===== config.mk =====
export PLATFORM = sky130hd
export DESIGN_NAME = ps2_tx
export DESIGN_NICKNAME = d
export VERILOG_FILES = /design/src/rtl/ps2_tx.sv
export SDC_FILE = /design/constraint.sdc
export NUM_CORES = 1
export LEC_CHECK = 0
export BUFFER_PORTS_ARGS = -buffer_cell sky130_fd_sc_hd__buf_2
export CORE_MARGIN = 2
export CORE_UTILIZATION = 61
export DETAILED_ROUTE_END_ITERATION = 8
export PLACE_DENSITY = 0.77
export SLEW_MARGIN = 20
export SYNTH_ARGS = -nofsm -noshare
export SYNTH_HDL_FRONTEND = slang
export SYNTH_SLANG_ARGS = --single-unit

===== constraint.sdc =====
create_clock -name clk -period 3.17 [get_ports clk]
set_clock_uncertainty 0.2 [all_clocks]
set_input_delay 0 -clock clk [delete_from_list [all_inputs] [get_ports clk]]
set_output_delay 0 -clock clk [all_outputs]
set_load 0.02 [all_outputs]

===== src/rtl/ps2_tx.sv =====
// PS/2 host-to-device transmitter.
// Inhibits the bus, sends start/8 data bits/odd parity/stop on device clock
// falling edges, samples the device acknowledge and reports the outcome.
// A watchdog aborts any transfer that does not finish in TIMEOUT_CYC cycles.
module ps2_tx #(
  parameter int INHIBIT_CYC = 5000,
  parameter int TIMEOUT_CYC = 1000000,
  parameter int FILT_LEN    = 8
) (
  input  logic       clk,
  input  logic       reset,
  input  logic       wr_ps2,
  input  logic [7:0] din,
  input  logic       ps2c_in,
  input  logic       ps2d_in,
  output logic       ps2c_oe,
  output logic       ps2d_oe,
  output logic       tx_idle,
  output logic       tx_done_tick,
  output logic       tx_err
);

  localparam int INH_W = (INHIBIT_CYC > 1) ? $clog2(INHIBIT_CYC) : 1;
  localparam int WD_W  = (TIMEOUT_CYC > 1) ? $clog2(TIMEOUT_CYC) : 1;

  typedef enum logic [2:0] {
    S_IDLE  = 3'd0,
    S_RTS   = 3'd1,
    S_START = 3'd2,
    S_DATA  = 3'd3,
    S_STOP  = 3'd4,
    S_ACK   = 3'd5,
    S_DONE  = 3'd6
  } state_t;

  // Odd parity bit: set when the byte holds an even number of ones.
  function automatic logic odd_parity(input logic [7:0] d);
    return ~(^d);
  endfunction

  state_t               r_state;
  logic [FILT_LEN-1:0]  r_filt;
  logic                 r_fclk;
  logic [8:0]           r_shift;
  logic [INH_W-1:0]     r_inh;
  logic [3:0]           r_bit;
  logic [WD_W-1:0]      r_wdog;
  logic                 r_ack_ok;
  logic                 r_ack_seen;
  logic                 r_c_oe;
  logic                 r_d_oe;
  logic                 r_done;
  logic                 r_err;
  logic                 r_idle;

  logic                 w_fclk_next;
  logic                 w_fall_tick;

  // Glitch filter decision: change level only on a unanimous sample window.
  always_comb begin
    w_fclk_next = r_fclk;
    if (&r_filt) begin
      w_fclk_next = 1'b1;
    end else if (~|r_filt) begin
      w_fclk_next = 1'b0;
    end else begin
      w_fclk_next = r_fclk;
    end
    w_fall_tick = r_fclk & ~w_fclk_next;
  end

  // Glitch filter shift register and filtered clock level.
  always_ff @(posedge clk) begin
    if (!reset) begin
      r_filt <= '1;
      r_fclk <= 1'b1;
    end else begin
      r_filt <= {ps2c_in, r_filt[FILT_LEN-1:1]};
      r_fclk <= w_fclk_next;
    end
  end

  // Transfer FSM with registered pad enables and status outputs.
  always_ff @(posedge clk) begin
    if (!reset) begin
      r_state    <= S_IDLE;
      r_shift    <= 9'd0;
      r_inh      <= '0;
      r_bit      <= 4'd0;
      r_wdog     <= '0;
      r_ack_ok   <= 1'b0;
      r_ack_seen <= 1'b0;
      r_c_oe     <= 1'b0;
      r_d_oe     <= 1'b0;
      r_done     <= 1'b0;
      r_err      <= 1'b0;
      r_idle     <= 1'b1;
    end else begin
      r_done <= 1'b0;
      case (r_state)
        S_IDLE: begin
          if (wr_ps2) begin
            r_shift    <= {odd_parity(din), din};
            r_inh      <= INH_W'(INHIBIT_CYC - 1);
            r_wdog     <= '0;
            r_ack_seen <= 1'b0;
            r_c_oe     <= 1'b1;
            r_d_oe     <= 1'b0;
            r_idle     <= 1'b0;
            r_state    <= S_RTS;
          end
        end
        S_DONE: begin
          r_idle  <= 1'b1;
          r_state <= S_IDLE;
        end
        default: begin
          if (r_wdog == WD_W'(TIMEOUT_CYC - 1)) begin
            // Watchdog expired: free the bus and report a failed transfer.
            r_c_oe  <= 1'b0;
            r_d_oe  <= 1'b0;
            r_done  <= 1'b1;
            r_err   <= 1'b1;
            r_state <= S_DONE;
          end else begin
            r_wdog <= r_wdog + WD_W'(1);
            case (r_state)
              S_RTS: begin
                if (r_inh == '0) begin
                  r_c_oe  <= 1'b0;
                  r_d_oe  <= 1'b1;
                  r_state <= S_START;
                end else begin
                  r_inh <= r_inh - INH_W'(1);
                end
              end
              S_START: begin
                if (w_fall_tick) begin
                  r_bit   <= 4'd8;
                  r_d_oe  <= ~r_shift[0];
                  r_state <= S_DATA;
                end
              end
              S_DATA: begin
                if (w_fall_tick) begin
                  r_shift <= {1'b0, r_shift[8:1]};
                  if (r_bit == 4'd0) begin
                    r_d_oe  <= 1'b0;
                    r_state <= S_STOP;
                  end else begin
                    r_bit  <= r_bit - 4'd1;
                    r_d_oe <= ~r_shift[1];
                  end
                end
              end
              S_STOP: begin
                if (w_fall_tick) begin
                  r_state <= S_ACK;
                end
              end
              S_ACK: begin
                if (w_fall_tick) begin
                  r_ack_ok   <= ~ps2d_in;
                  r_ack_seen <= 1'b1;
                end else if (r_ack_seen && r_fclk) begin
                  r_done  <= 1'b1;
                  r_err   <= ~r_ack_ok;
                  r_state <= S_DONE;
                end
              end
              default: begin
                r_c_oe  <= 1'b0;
                r_d_oe  <= 1'b0;
                r_state <= S_IDLE;
              end
            endcase
          end
        end
      endcase
    end
  end

  assign ps2c_oe      = r_c_oe;
  assign ps2d_oe      = r_d_oe;
  assign tx_idle      = r_idle;
  assign tx_done_tick = r_done;
  assign tx_err       = r_err;

endmodule


==> results of run 1 <==
==> power breakdown <==
part / internal, mW / switching [mW] / total [mW]
combinational: 0.438 / 0.535 / 0.972
clock: 0.383 / 0.303 / 0.686
sequential: 0.937 / 0.131 / 1.07
total: 1.76 / 0.968 / 2.73
==> layout make-up <==
type / instances / area, um2
fillers: 437 / 1590
multi-input cells: 311 / 2010
clock inverters: 3 / 40.0
well taps: 72 / 90.1
flip-flops and latches: 65 / 1300
clock buffers: 13 / 149
inverters: 9 / 33.8
repair buffers: 41 / 293
==> cells in the mapped netlist, drive strengths merged (2+ instances only) <==
cell	count
o311ai	3
or4b	3
a211oi	9
o21a	4
or4	11
nand3b	3
a21o	4
nor3b	2
nor3	17
o31ai	7
nor2	19
o211a	2
buf	6
o22ai	2
or2	5
and3	4
o31a	2
o2111ai	2
a221oi	3
o41ai	2
inv	8
nand4	9
nand2b	11
ha	5
a31oi	3
xor2	2
o211ai	5
a21oi	26
and4	4
o21ai	15
nor4	8
mux2	8
clkbuf	18
xnor2	8
and2	6
nand2	49
mux2i	13
dfxtp	65
or3	13
nand3	13
==> worst reg2reg max path: cells and delay by family, from the launching register on <==
kind                     cells  cell delay (ns)
AND/OR/NAND/NOR              2             1.07
buffers and inverters        1             0.10
flip-flops                   1             0.33
AO/OA/AOI/OAI                3             0.72
adder cells (fa/ha/maj)      1             0.14
==> registers in the layout, summed over array words and instances (netlist names) <==
| register | count |
|---|---|
| r_wdog | 20 |
| r_inh | 13 |
| r_shift | 9 |
| r_filt | 8 |
| r_bit | 4 |
| r_state | 3 |
| ps2c_oe | 1 |
| ps2d_oe | 1 |
| r_ack_ok | 1 |
| r_ack_seen | 1 |
| r_fclk | 1 |
| tx_done_tick | 1 |
| tx_err | 1 |
| tx_idle | 1 |
==> stage by stage <==
step           hold slack [ns]  power (mW)  area, um2
5_1_grt                 0.0669        2.90       3920
2_1_floorplan           -0.104        1.83       3470
6_report                0.0252        2.73       3920
3_3_place_gp           -0.0141        2.00       3620
4_1_cts                 0.0100        2.73       3920
3_5_place_dp           -0.0131        2.03       3620
==> worst max-delay path by stage <==
| stage | from | to | slack, ns | cells past startpoint |
|---|---|---|---|---|
| after floorplan | r_inh[0] | ps2d_oe | 0.60 | 8 |
| after global placement | r_inh[0] | ps2d_oe | 0.60 | 7 |
| after detailed placement | r_inh[0] | ps2d_oe | 0.53 | 7 |
| after CTS | r_inh[0] | ps2d_oe | 0.52 | 7 |
| after global routing | r_inh[0] | ps2d_oe | 0.35 | 7 |
| final | r_inh[0] | ps2d_oe | 0.51 | 7 |
==> metal layers <==
layer  vias to the layer above  wire, um  track usage (%)
li1                       1580         -                -
met1                      1454      3750             35.5
met2                        68      3350             39.2
met3                        14       327             4.64
met4                         0       146             11.9
met5                         -         0                0
==> kinds of logic after synthesis <==
kind of cell / after synthesis / share of synthesized area [%]
flip-flops: 65 / 37.5
XOR/XNOR: 10 / 2.52
buffers and inverters: 33 / 4.65
multiplexers: 21 / 6.34
AO/OA/AOI/OAI: 95 / 18.7
adder cells (fa/ha/maj): 5 / 1.80
AND/OR/NAND/NOR: 180 / 28.6
==> what timing repair did <==
item,CTS,global route
endpoints found under the hold margin,19,0
setup endpoints to repair,0,0
resized for setup,0,0
hold buffers,11,0
==> reports/metrics.csv, run 1 <==
metric;value;unit
flop-to-flop setup slack;0.51;ns
Fin. Hold Viols;0;
Post-CTS Setup Inserts;0;
Root Driver;clkbuf_8;
Post-synth EDFFs;0;
Die Span X;79.5;um
Fmax;376;MHz
CP max stage delay;0.58;ns
ys async rst share;0;%
Die Area;6320;um2
Post-Syn Instances;409;
synthesized area;3470;um2
Tot GR Track Use;25.8;%
Crit path required time;3.20;ns
ANT cells;0;
minimum clock period;2.66;ns
kind of critical path;flip-flop to flip-flop;
Worst Path Arrival;2.69;ns
I/O pin count;18;
vias per cell;6.06;
num rows;27;
Worst-path clk slew;0.06;ns
detailed router's first-iteration violation count;289;
LEAKAGE;1.43;nW
Max Slew Vio Count;0;
Worst setup SP type;flip-flop;
Reg-to-Reg Start;r_inh[0];
WL final;7.58;mm
Syn Nets;427;
Layout Nets;455;
run status;finished, final reports clean;
Chip Height;79.5;um
Setup violations, final;0;
DR pass1 iterations;4;
cell family with most CP delay;simple AND/OR/NAND/NOR gates;
Max Cap Violations;0;
HPWL Detailed;5.22;mm
most common cell after layout, fill and taps aside;dfxtp_1;
Worst Hold Endpoint;tx_idle;
Initial Utilization;63.1;%
top cells by area, synth;dfxtp_1 37%, nand2_1 5.3%, a21oi_1 3.7%;
Non-Filler Instances;514;
commonest non-fill, non-tap cells in the layout;65 x dfxtp_1, 49 x nand2_1, 26 x a21oi_1;
Syn. warnings;0;
reg-to-reg critical path endpoint;ps2d_oe;
post-place setup slack;0.531;ns
Syn Area/Cell;8.50;um2
DR vias;3116;
slowest CP cell;or4b_2;
clock sink count;65;
CP cell instances;inv_1 -> ha_1 -> or4b_2 -> or4_4 -> a221oi_1 -> o21ai_0 -> a31o_1;
Routed Antenna Nets;0;
min-delay src;wr_ps2;
first-pass GRT wire length;12.9;mm
worst vdd ir;0.481;mV
cell count after placement;487;
top_reg_cell synth;dfxtp_1;
CTS tree;built;
Clock Latency Late Sink;0.34;ns
share of the synthesized area in the top cell type;37.5;%
Reg2Reg Depth;7;
Worst Path Buf+Inv;1;
Setup WS post-layout;0.512;ns
CP Capture Type;flip-flop;
core area;5510;um2
Worst Path Max Fanout;7;
Max clock buf depth;2;
Tightest Pin Transition;0.633;ns
setup_tns;0;ns
Area Growth Syn to Fin;12.8;%
largest net degree at the start of global routing;29;
layout cells sized above 1;16.7;%
Num CTS Buffers;9;
post-synthesis sequential area ratio;37.5;%
pwr/cell area;696;nW/um2
WL per Instance;14.7;um
FF+latch count, synth;65;
min-delay worst type;input port to flip-flop;
routability-driven placement congestion ratio;0.920;
grt total ovfl;0;
vias in the first global route;2826;
Post-route DRC;0;
H-tree levels;3;
antenna violations before repair;0;
RSZ-0062 raised after global routing;false;
final core utilization;71.2;%
area leader, netlist;dfxtp_1;
slew margin rel.;57.3;%
fin crit share;83.8;%
synth unique cells;63;
port bufs;17;
Hold Path Cell Cnt;5;
(Power assumes the default switching activity.)
==> inputs of run 2 (changes only) <==
clock period = 2.8 ns   (was 3.17 ns; I/O delays follow)
==> reports/metrics.csv, run 2 (synthesis gave the netlist of run 1 again) <==
metric;value;unit;change
grt total ovfl;0;;unchanged
Worst Path Arrival;2.73;ns;+0.04 ns
slew margin rel.;63.0;%;+5.7 points
largest register by flop count;r_wdog;;
Area Growth Syn to Fin;12.9;%;about the same
Max clock buf depth;2;;unchanged
DR vias;3167;;+1.6%
final instance area;3920;um2;about the same
largest net degree at the start of global routing;42;;+45%
CTS tree;built;;
HPWL Detailed;5.36;mm;+2.7%
setup_tns;0;ns;unchanged
flop-to-flop setup slack;0.13;ns;-0.38 ns
Clock Latency Late Sink;0.35;ns;about the same
num rows;27;;unchanged
run status;finished, final reports clean;;
Initial Utilization;63.1;%;unchanged
routability-driven placement congestion ratio;0.863;;-6.2%
Fmax;374;MHz;-0.50%
Top Registers;r_wdog x20, r_inh x13, r_shift x9;;
CP Capture Type;flip-flop;;
RSZ-0062 raised after global routing;false;;
Max Slew Vio Count;0;;unchanged
vias per cell;6.13;;+1.0%
filler cell count;435;;-0.46%
Logic pwr share;39.4;%;+3.7 points
min-delay worst type;input port to flip-flop;;
Post-CTS Setup Inserts;0;;unchanged
Worst Hold Endpoint;r_inh[8];;
Max Cap Violations;0;;unchanged
Setup violations, final;0;;unchanged
Tightest Pin Transition;0.552;ns;-0.0812 ns
Reg-to-Reg Start;r_inh[0];;
port bufs;17;;unchanged
Die Area;6320;um2;unchanged
Layout Nets;462;;+1.5%
kind of critical path;flip-flop to flip-flop;;
antenna violations before repair;0;;unchanged
switching share of total power;36.8;%;+1.3 points
Fin. Hold Viols;0;;unchanged
H-tree levels;3;;unchanged
detailed router's first-iteration violation count;215;;-26%
Internal Power;1.88;mW;+7.1%
worst vdd ir;0.690;mV;+43%
reg-to-reg critical path endpoint;r_inh[2];;
most common cell after layout, fill and taps aside;dfxtp_1;;
Largest register FFs;20;;unchanged
DR pass1 iterations;4;;unchanged
Hold Path Cell Cnt;4;;-1
min-delay src;wr_ps2;;
WL final;7.77;mm;+2.5%
WL per Instance;15.0;um;+1.9%
vias in the first global route;2905;;+2.8%
Reg power frac;39.6;%;+0.4 points
placed cell area;3660;um2;+1.2%
Root Driver;clkbuf_8;;
Die Span X;79.5;um;unchanged
Chip Height;79.5;um;unchanged
Post-route DRC;0;;unchanged
pwr/cell area;759;nW/um2;+9.2%
fin crit share;95.4;%;+12 points
first-pass GRT wire length;13.3;mm;+2.9%
Crit path required time;2.86;ns;-0.34 ns
Routed Antenna Nets;0;;unchanged
core area;5510;um2;unchanged
Sw Pwr;1.10;mW;+13%
layout cells sized above 1;17.5;%;+0.79 points
Reg2Reg Depth;7;;unchanged
minimum clock period;2.67;ns;+0.0133 ns
clock network fraction of design power;21.0;%;-4.2 points
Worst Path Max Fanout;10;;+3
commonest non-fill, non-tap cells in the layout;65 x dfxtp_1, 49 x nand2_1, 26 x a21oi_1;;
ANT cells;0;;unchanged
Num CTS Buffers;9;;unchanged
Worst setup SP type;flip-flop;;
Tot GR Track Use;26.5;%;+0.77 points
Worst-path clk slew;0.07;ns;about the same
I/O pin count;18;;unchanged
LEAKAGE;1.43;nW;+0.62%
clock sink count;65;;unchanged
==> run 2: changes by cell type in the layout (fill, tap and decap cells not counted), sizes merged <==
cell	previous run	this run
clkbuf	13	10
buf	30	36
bufinv	1	0
dlygate4sd3	11	12
==> run 2: power groups by stage <==
| stage | clock [mW] | combinational, mW | sequential (mW) |
|---|---|---|---|
| finish | 0.626 | 1.17 | 1.18 |
| global route | 0.686 | 1.30 | 1.20 |
| CTS | 0.645 | 1.17 | 1.18 |
| detailed placement | 0 | 1.14 | 1.19 |
| global placement | 0 | 1.11 | 1.19 |
| floorplan | 0 | 0.895 | 1.18 |
==> run 2: how the worst max path moves through the flow <==
stage / startpoint / cells after the start / endpoint
global route: r_inh[0] / 7 / r_state[2]
global placement: r_inh[0] / 7 / ps2d_oe
CTS: r_inh[0] / 7 / r_inh[2]
floorplan: r_inh[0] / 8 / ps2d_oe
finish: r_inh[0] / 7 / r_inh[2]
detailed placement: r_inh[0] / 7 / r_inh[2]
==> run 2: layout make-up <==
type | instances | area [um2] | area share [%]
Inverter | 9 | 33.8 | 0.861
Tap cell | 72 | 90.1 | 2.30
Sequential cell | 65 | 1300 | 33.2
Clock buffer | 10 | 128 | 3.25
Multi-Input combinational cell | 311 | 2010 | 51.3
Clock inverter | 2 | 10.0 | 0.255
Timing Repair Buffer | 48 | 348 | 8.87
==> run 2: repair_timing <==
item / CTS / global route
hold endpoints to repair: 30 / 0
resized for setup: 0 / 0
hold buffers: 12 / 0
==> run 2: critical path: stages, from the launching register on <==
cell     delay [ns]
dfxtp_1        0.34
inv_1          0.10
ha_1           0.14
or4b_2         0.57
or4_4          0.49
o211a_1        0.26
and3_4         0.24
nor4_2         0.24
==> run 2: stage by stage <==
step                      setup slack (ns)  utilization [%]  instances  power (mW)  hold slack [ns]
after floorplan                      0.230                -        409        2.08           -0.104
after global placement               0.239             66.6        493        2.30          -0.0169
after detailed placement             0.181             66.6        493        2.34          -0.0101
after CTS                            0.160             71.2        517        2.99           0.0409
after global routing               0.00930             71.2        517        3.18           0.0818
final                                0.129             71.2        517        2.98           0.0588
==> run 2: layer usage <==
| metal | up-vias | global-route usage (%) | wire length (um) |
|---|---|---|---|
| met5 | - | 0 | 0 |
| met4 | 0 | 14.3 | 196 |
| met3 | 14 | 4.52 | 370 |
| met2 | 76 | 40.2 | 3510 |
| met1 | 1489 | 36.0 | 3690 |
| li1 | 1588 | - | - |
